<file path="src/rtl/sdram_aref_ctrl.sv">
// SDRAM auto-refresh controller: refresh interval tick, saturating pending count, PALL + AREF burst.
// Define AREF_OVF_STATS_EN to add the lost-tick counter (aref_ovf_cnt) and sticky aref_ovf_flag.
module sdram_aref_ctrl #(
    parameter int CLK_PER_REF = 350,
    parameter int T_RP        = 2,
    parameter int T_RFC       = 7,
    parameter int MAX_PEND    = 8,
    parameter int BURST_MAX   = 4,
    parameter int URGENT_TH   = 6,
    parameter int ADDR_W      = 13,
    localparam int PEND_W     = $clog2(MAX_PEND + 1)
) (
    input  logic              clk,
    input  logic              rst_n,
    input  logic              flag_init_end,
    input  logic              aref_en,
    output logic              aref_req,
    output logic              aref_urgent,
    output logic              flag_aref_end,
    output logic [3:0]        aref_cmd,
    output logic [ADDR_W-1:0] aref_addr,
`ifdef AREF_OVF_STATS_EN
    output logic [PEND_W-1:0] aref_pend,
    output logic [7:0]        aref_ovf_cnt,
    output logic              aref_ovf_flag
`else
    output logic [PEND_W-1:0] aref_pend
`endif
);

    localparam int CNT_W   = $clog2(CLK_PER_REF);
    localparam int WAIT_W  = $clog2((T_RFC > T_RP ? T_RFC : T_RP) + 1);
    localparam int BURST_W = $clog2(BURST_MAX + 1);
    localparam logic [3:0] CMD_PALL = 4'b0010;
    localparam logic [3:0] CMD_AREF = 4'b0001;
    localparam logic [3:0] CMD_NOP  = 4'b0111;
    localparam logic [ADDR_W-1:0] ADDR_ALL_BANKS = ADDR_W'(1) << 10;

    typedef enum logic [2:0] {IDLE, PALL, WAIT_RP, AREF, WAIT_RFC} state_t;

    state_t             state;
    logic [CNT_W-1:0]   ref_cnt;
    logic [WAIT_W-1:0]  wait_cnt;
    logic [BURST_W-1:0] burst_left;
    logic [BURST_W-1:0] burst_n;
    logic               tick;
    logic               aref_now;
    logic               start_ok;

    assign tick        = flag_init_end && (ref_cnt == CNT_W'(CLK_PER_REF - 1));
    assign aref_now    = (aref_cmd == CMD_AREF);
    assign start_ok    = aref_en && (aref_pend != '0);
    assign burst_n     = (aref_pend > PEND_W'(BURST_MAX)) ? BURST_W'(BURST_MAX) : BURST_W'(aref_pend);
    assign aref_req    = (aref_pend != '0);
    assign aref_urgent = (aref_pend >= PEND_W'(URGENT_TH));
    assign aref_addr   = ADDR_ALL_BANKS;

    always_ff @(posedge clk or negedge rst_n) begin
        if (!rst_n)
            ref_cnt <= '0;
        else if (!flag_init_end || tick)
            ref_cnt <= '0;
        else
            ref_cnt <= ref_cnt + 1'b1;
    end

    // A tick coinciding with an AREF cycle cancels out, so it is never lost at saturation.
    always_ff @(posedge clk or negedge rst_n) begin
        if (!rst_n)
            aref_pend <= '0;
        else if (tick && !aref_now) begin
            if (aref_pend != PEND_W'(MAX_PEND))
                aref_pend <= aref_pend + 1'b1;
        end else if (!tick && aref_now)
            aref_pend <= aref_pend - 1'b1;
    end

`ifdef AREF_OVF_STATS_EN
    logic tick_lost;
    assign tick_lost = tick && !aref_now && (aref_pend == PEND_W'(MAX_PEND));

    always_ff @(posedge clk or negedge rst_n) begin
        if (!rst_n) begin
            aref_ovf_cnt  <= '0;
            aref_ovf_flag <= 1'b0;
        end else if (tick_lost) begin
            if (aref_ovf_cnt != '1)
                aref_ovf_cnt <= aref_ovf_cnt + 1'b1;
            aref_ovf_flag <= 1'b1;
        end
    end
`endif

    always_ff @(posedge clk or negedge rst_n) begin
        if (!rst_n) begin
            state         <= IDLE;
            aref_cmd      <= CMD_NOP;
            flag_aref_end <= 1'b0;
            wait_cnt      <= '0;
            burst_left    <= '0;
        end else begin
            aref_cmd      <= CMD_NOP;
            flag_aref_end <= 1'b0;
            case (state)
                IDLE: begin
                    if (start_ok) begin
                        state      <= PALL;
                        aref_cmd   <= CMD_PALL;
                        burst_left <= burst_n;
                    end
                end
                PALL: begin
                    if (T_RP == 1) begin
                        state    <= AREF;
                        aref_cmd <= CMD_AREF;
                    end else begin
                        state    <= WAIT_RP;
                        wait_cnt <= WAIT_W'(T_RP - 1);
                    end
                end
                WAIT_RP: begin
                    if (wait_cnt == WAIT_W'(1)) begin
                        state    <= AREF;
                        aref_cmd <= CMD_AREF;
                    end else
                        wait_cnt <= wait_cnt - 1'b1;
                end
                AREF: begin
                    state         <= WAIT_RFC;
                    wait_cnt      <= WAIT_W'(T_RFC - 1);
                    burst_left    <= burst_left - 1'b1;
                    flag_aref_end <= (T_RFC == 2) && (burst_left == BURST_W'(1));
                end
                WAIT_RFC: begin
                    // The final wait cycle doubles as IDLE so a new grant can start the next PALL at once.
                    if (wait_cnt == WAIT_W'(1)) begin
                        if (burst_left != '0) begin
                            state    <= AREF;
                            aref_cmd <= CMD_AREF;
                        end else if (start_ok) begin
                            state      <= PALL;
                            aref_cmd   <= CMD_PALL;
                            burst_left <= burst_n;
                        end else
                            state <= IDLE;
                    end else begin
                        wait_cnt      <= wait_cnt - 1'b1;
                        flag_aref_end <= (wait_cnt == WAIT_W'(2)) && (burst_left == '0);
                    end
                end
                default: state <= IDLE;
            endcase
        end
    end

endmodule

</file>
<file path="config.mk">
export PLATFORM = sky130hd
export DESIGN_NAME = sdram_aref_ctrl
export DESIGN_NICKNAME = d
export VERILOG_FILES = /design/src/rtl/sdram_aref_ctrl.sv
export SDC_FILE = /design/constraint.sdc
export NUM_CORES = 1
export LEC_CHECK = 0
export CAP_MARGIN = 20
export CORE_ASPECT_RATIO = 0.5
export CORE_MARGIN = 5
export CORE_UTILIZATION = 52
export DETAILED_ROUTE_END_ITERATION = 8
export GPL_ROUTABILITY_DRIVEN = 0
export PLACE_DENSITY = 0.79
export SLEW_MARGIN = 20
export SYNTH_ARGS = -nofsm -noshare
export SYNTH_HDL_FRONTEND = slang
export SYNTH_SLANG_ARGS = --single-unit
</file>
<file path="constraint.sdc">
create_clock -name clk -period 2.6 [get_ports clk]
set_input_delay 0.52 -clock clk [delete_from_list [all_inputs] [get_ports clk]]
set_output_delay 0.52 -clock clk [all_outputs]
set_load 0.01 [all_outputs]
</file>
==> results.md <==
- Critical path fanouts, max: 5
- Leakage: 0.801 nW
- Critical path class: reg -> reg
- Setup Total Neg Slack: 0 ps
- Status: complete, no violations
- Seq/Total Area, Yosys: between 40 and 50%
- Initial DRC count: 32
- Power per cell area: around 1000 nW/um^2
- Layout cells sized above 1: roughly 7.9%
- EDFF count, synth: 0
- Leading post-synthesis cells by cell area: dfrtp_1, ha_1, buf_4, dfstp_2, nand2_1
- Worst hold path class: reg -> reg
- Post-CTS Setup Inserts: 0
- P&R area growth vs syn: 11.4%
- Placed cell count: 225
- CTS Hold Buffers Added: 0
- Via count: between 1000 and 1500
- Synth cell count leaders: dfrtp_1, nand2_1, nor2_1, buf_4
- Largest net degree at the start of global routing: 27
- FP Rows: 14
- Die H: ~50 um
- Antenna-violating nets left: 0
- Total global routing track utilization: between 10% and 20%
- Critical path startpoint category: register
- Die X-Extent: 89.2 um
- Max cap viols: 0
- Slack of the critical path: between 300 and 400 ps
- Synth top area share: around a third
- Initial Utilization: a little over half
- Number of vias per cell: ~5.3
- Vias in the first global route: about 1100
- Req. time, crit path: ~2800 ps
- Pre-CTS setup slack: around 160 ps
- Synth cell types: between 40 and 50
- Max-slew violations: 0
- CTS tree: built
- Setup crit end kind: register
- Finished Core Util: 60.3%
- RSZ-0062 raised after global routing: false
- # fillers: 263
- Antenna violations before repair: 0
- # setup viols final: 0
- Skew final: a little under 8 ps
- Fin crit share: just under 90%
- # IOs: 28
- TritonRoute pass-1 iters: 4
- Final hold vios: 0
- First-pass GRT wire length: 5600 um
- Top-count cell post-synth: dfrtp_1
- Final Non-Filler Cells: between 200 and 250
- Detailed placement HPWL: between 2000 and 2500 um
- Syn avg cell area: roughly 9 sq um
- Clock Sinks: 26
- WP data arrival: approximately 2500 ps
- Post-CTS Resized: 0
- Ys async rst share: 100%
- Root buf cell: clkbuf_8
- Wire length per cell: around 14 um
- Antenna cells: 0
- Full die area: ~4400 sq um
- Synth warnings: 0
- FF+latch count, synth: 26
- CTS max path bufs: 2
- Final nets: 204
- Clock latency on the worst-skew pair: a little under 300 ps
- Top_reg_cell synth: dfrtp_1
- DRC viols: 0
- Core ar.: about 3000 sq um
- Mapped Area: roughly 1600 sq um
- Fin crit period: ~2300 ps
- GR Overflow Total: 0
- Synth Instances: around 180
- Reg clk slew, reported paths: about 100 ps
- Number of buffers inserted by port buffering: 13
- Max Freq: roughly 440 MHz
- Leading area contributor after synthesis: dfrtp_1
- TritonCTS buffer count: 3
- Worst vdd ir: 0.000608 V
- Final wirelength: 3190 um
- H-tree levels: 1
metrics by stage:
| step | area (sq um) | total power [mW] | hold WS (ps) |
|---|---|---|---|
| 2_1_floorplan | 1680 | 1.29 | 224 |
| 3_3_place_gp | 1750 | 1.50 | 467 |
| 3_5_place_dp | 1750 | 1.55 | 465 |
| 4_1_cts | 1820 | 1.90 | 479 |
| 5_1_grt | 1820 | 2.05 | 496 |
| 6_report | 1820 | 1.89 | 476 |
cell families (layout without fill, tap and decap cells):
group / count (synthesis) / after routing / share of synthesized area, %
muxes: 2 / 2 / 1.84
adders and majority gates: 10 / 10 / 8.14
AOI/OAI and AO/OA: 36 / 36 / 14.7
xor gates and xnor gates: 10 / 10 / 5.37
other: 2 / 14 / 0.461
and+or+nand+nor: 64 / 64 / 20.1
DFF: 26 / 26 / 40.1
buffers and inverters: 26 / 27 / 9.29
report_power, final:
group | internal, mW | switching (mW)
sequential | 0.530 | 0.195
clock | 0.207 | 0.142
combinational | 0.386 | 0.428
total | 1.12 | 0.765
layer usage:
metal	vias up	GRT usage [%]	routed length, um
met5	-	0	0
met4	0	8.17	68
met3	5	4.49	128
met2	27	25.1	1460
met1	578	22.0	1530
li1	609	-	-
worst paths after layout:
check / cells after the start / start / end / slack (ps)
max reg2reg: 11 / ref_cnt[1] / aref_pend[3] / 310
min reg2reg: 1 / burst_left[0] / burst_left[0] / 480
min: 1 / burst_left[0] / burst_left[0] / 480
max: 11 / ref_cnt[1] / aref_pend[3] / 310
max in group asynchronous: 2 / rst_n / aref_cmd[0] / 1710
min in group asynchronous: 2 / rst_n / aref_pend[2] / 600
worst max-delay path: stages, from the launching register on:
cell and delay (ps):
dfrtp_1 430, inv_1 70, ha_1 130, and4_1 220
and3_4 220, nand2_1 110, ha_1 340, a21oi_1 160
nand2_1 90, nor3_1 150, o21bai_1 160, xnor2_1 140
cells in the final DEF, fill, tap and decap left out, types with 3 or more instances in the layout:
cell type,netlist,routed
a21oi_1,11,11
ha_1,9,9
xor2_1,6,6
dfrtp_1,23,23
and3_1,3,3
xnor2_1,4,4
nor2_1,16,16
dfstp_2,3,3
nand2_1,20,20
conb_1,2,14
o21ai_0,5,5
clkbuf_8,0,3
nand3_1,11,11
inv_1,8,8
clkdlybuf4s50_1,0,13
state kept, by name, indices dropped and copies added (netlist names):
| register | cells |
|---|---|
| wait_cnt | 3 |
| burst_left | 3 |
| flag_aref_end | 1 |
| aref_cmd | 3 |
| ref_cnt | 9 |
| aref_pend | 4 |
| state | 3 |
final cells by class:
cell class | instances | area (sq um) | area share (%)
well taps | 40 | 50.0 | 2.75
inverters | 9 | 33.8 | 1.86
flip-flops and latches | 26 | 654 | 36.0
repair buffers | 14 | 138 | 7.58
multi-input cells | 136 | 870 | 47.9
clock inverters | 1 | 30.0 | 1.65
clock buffers | 3 | 41.3 | 2.27
(Power assumes the default switching activity.)
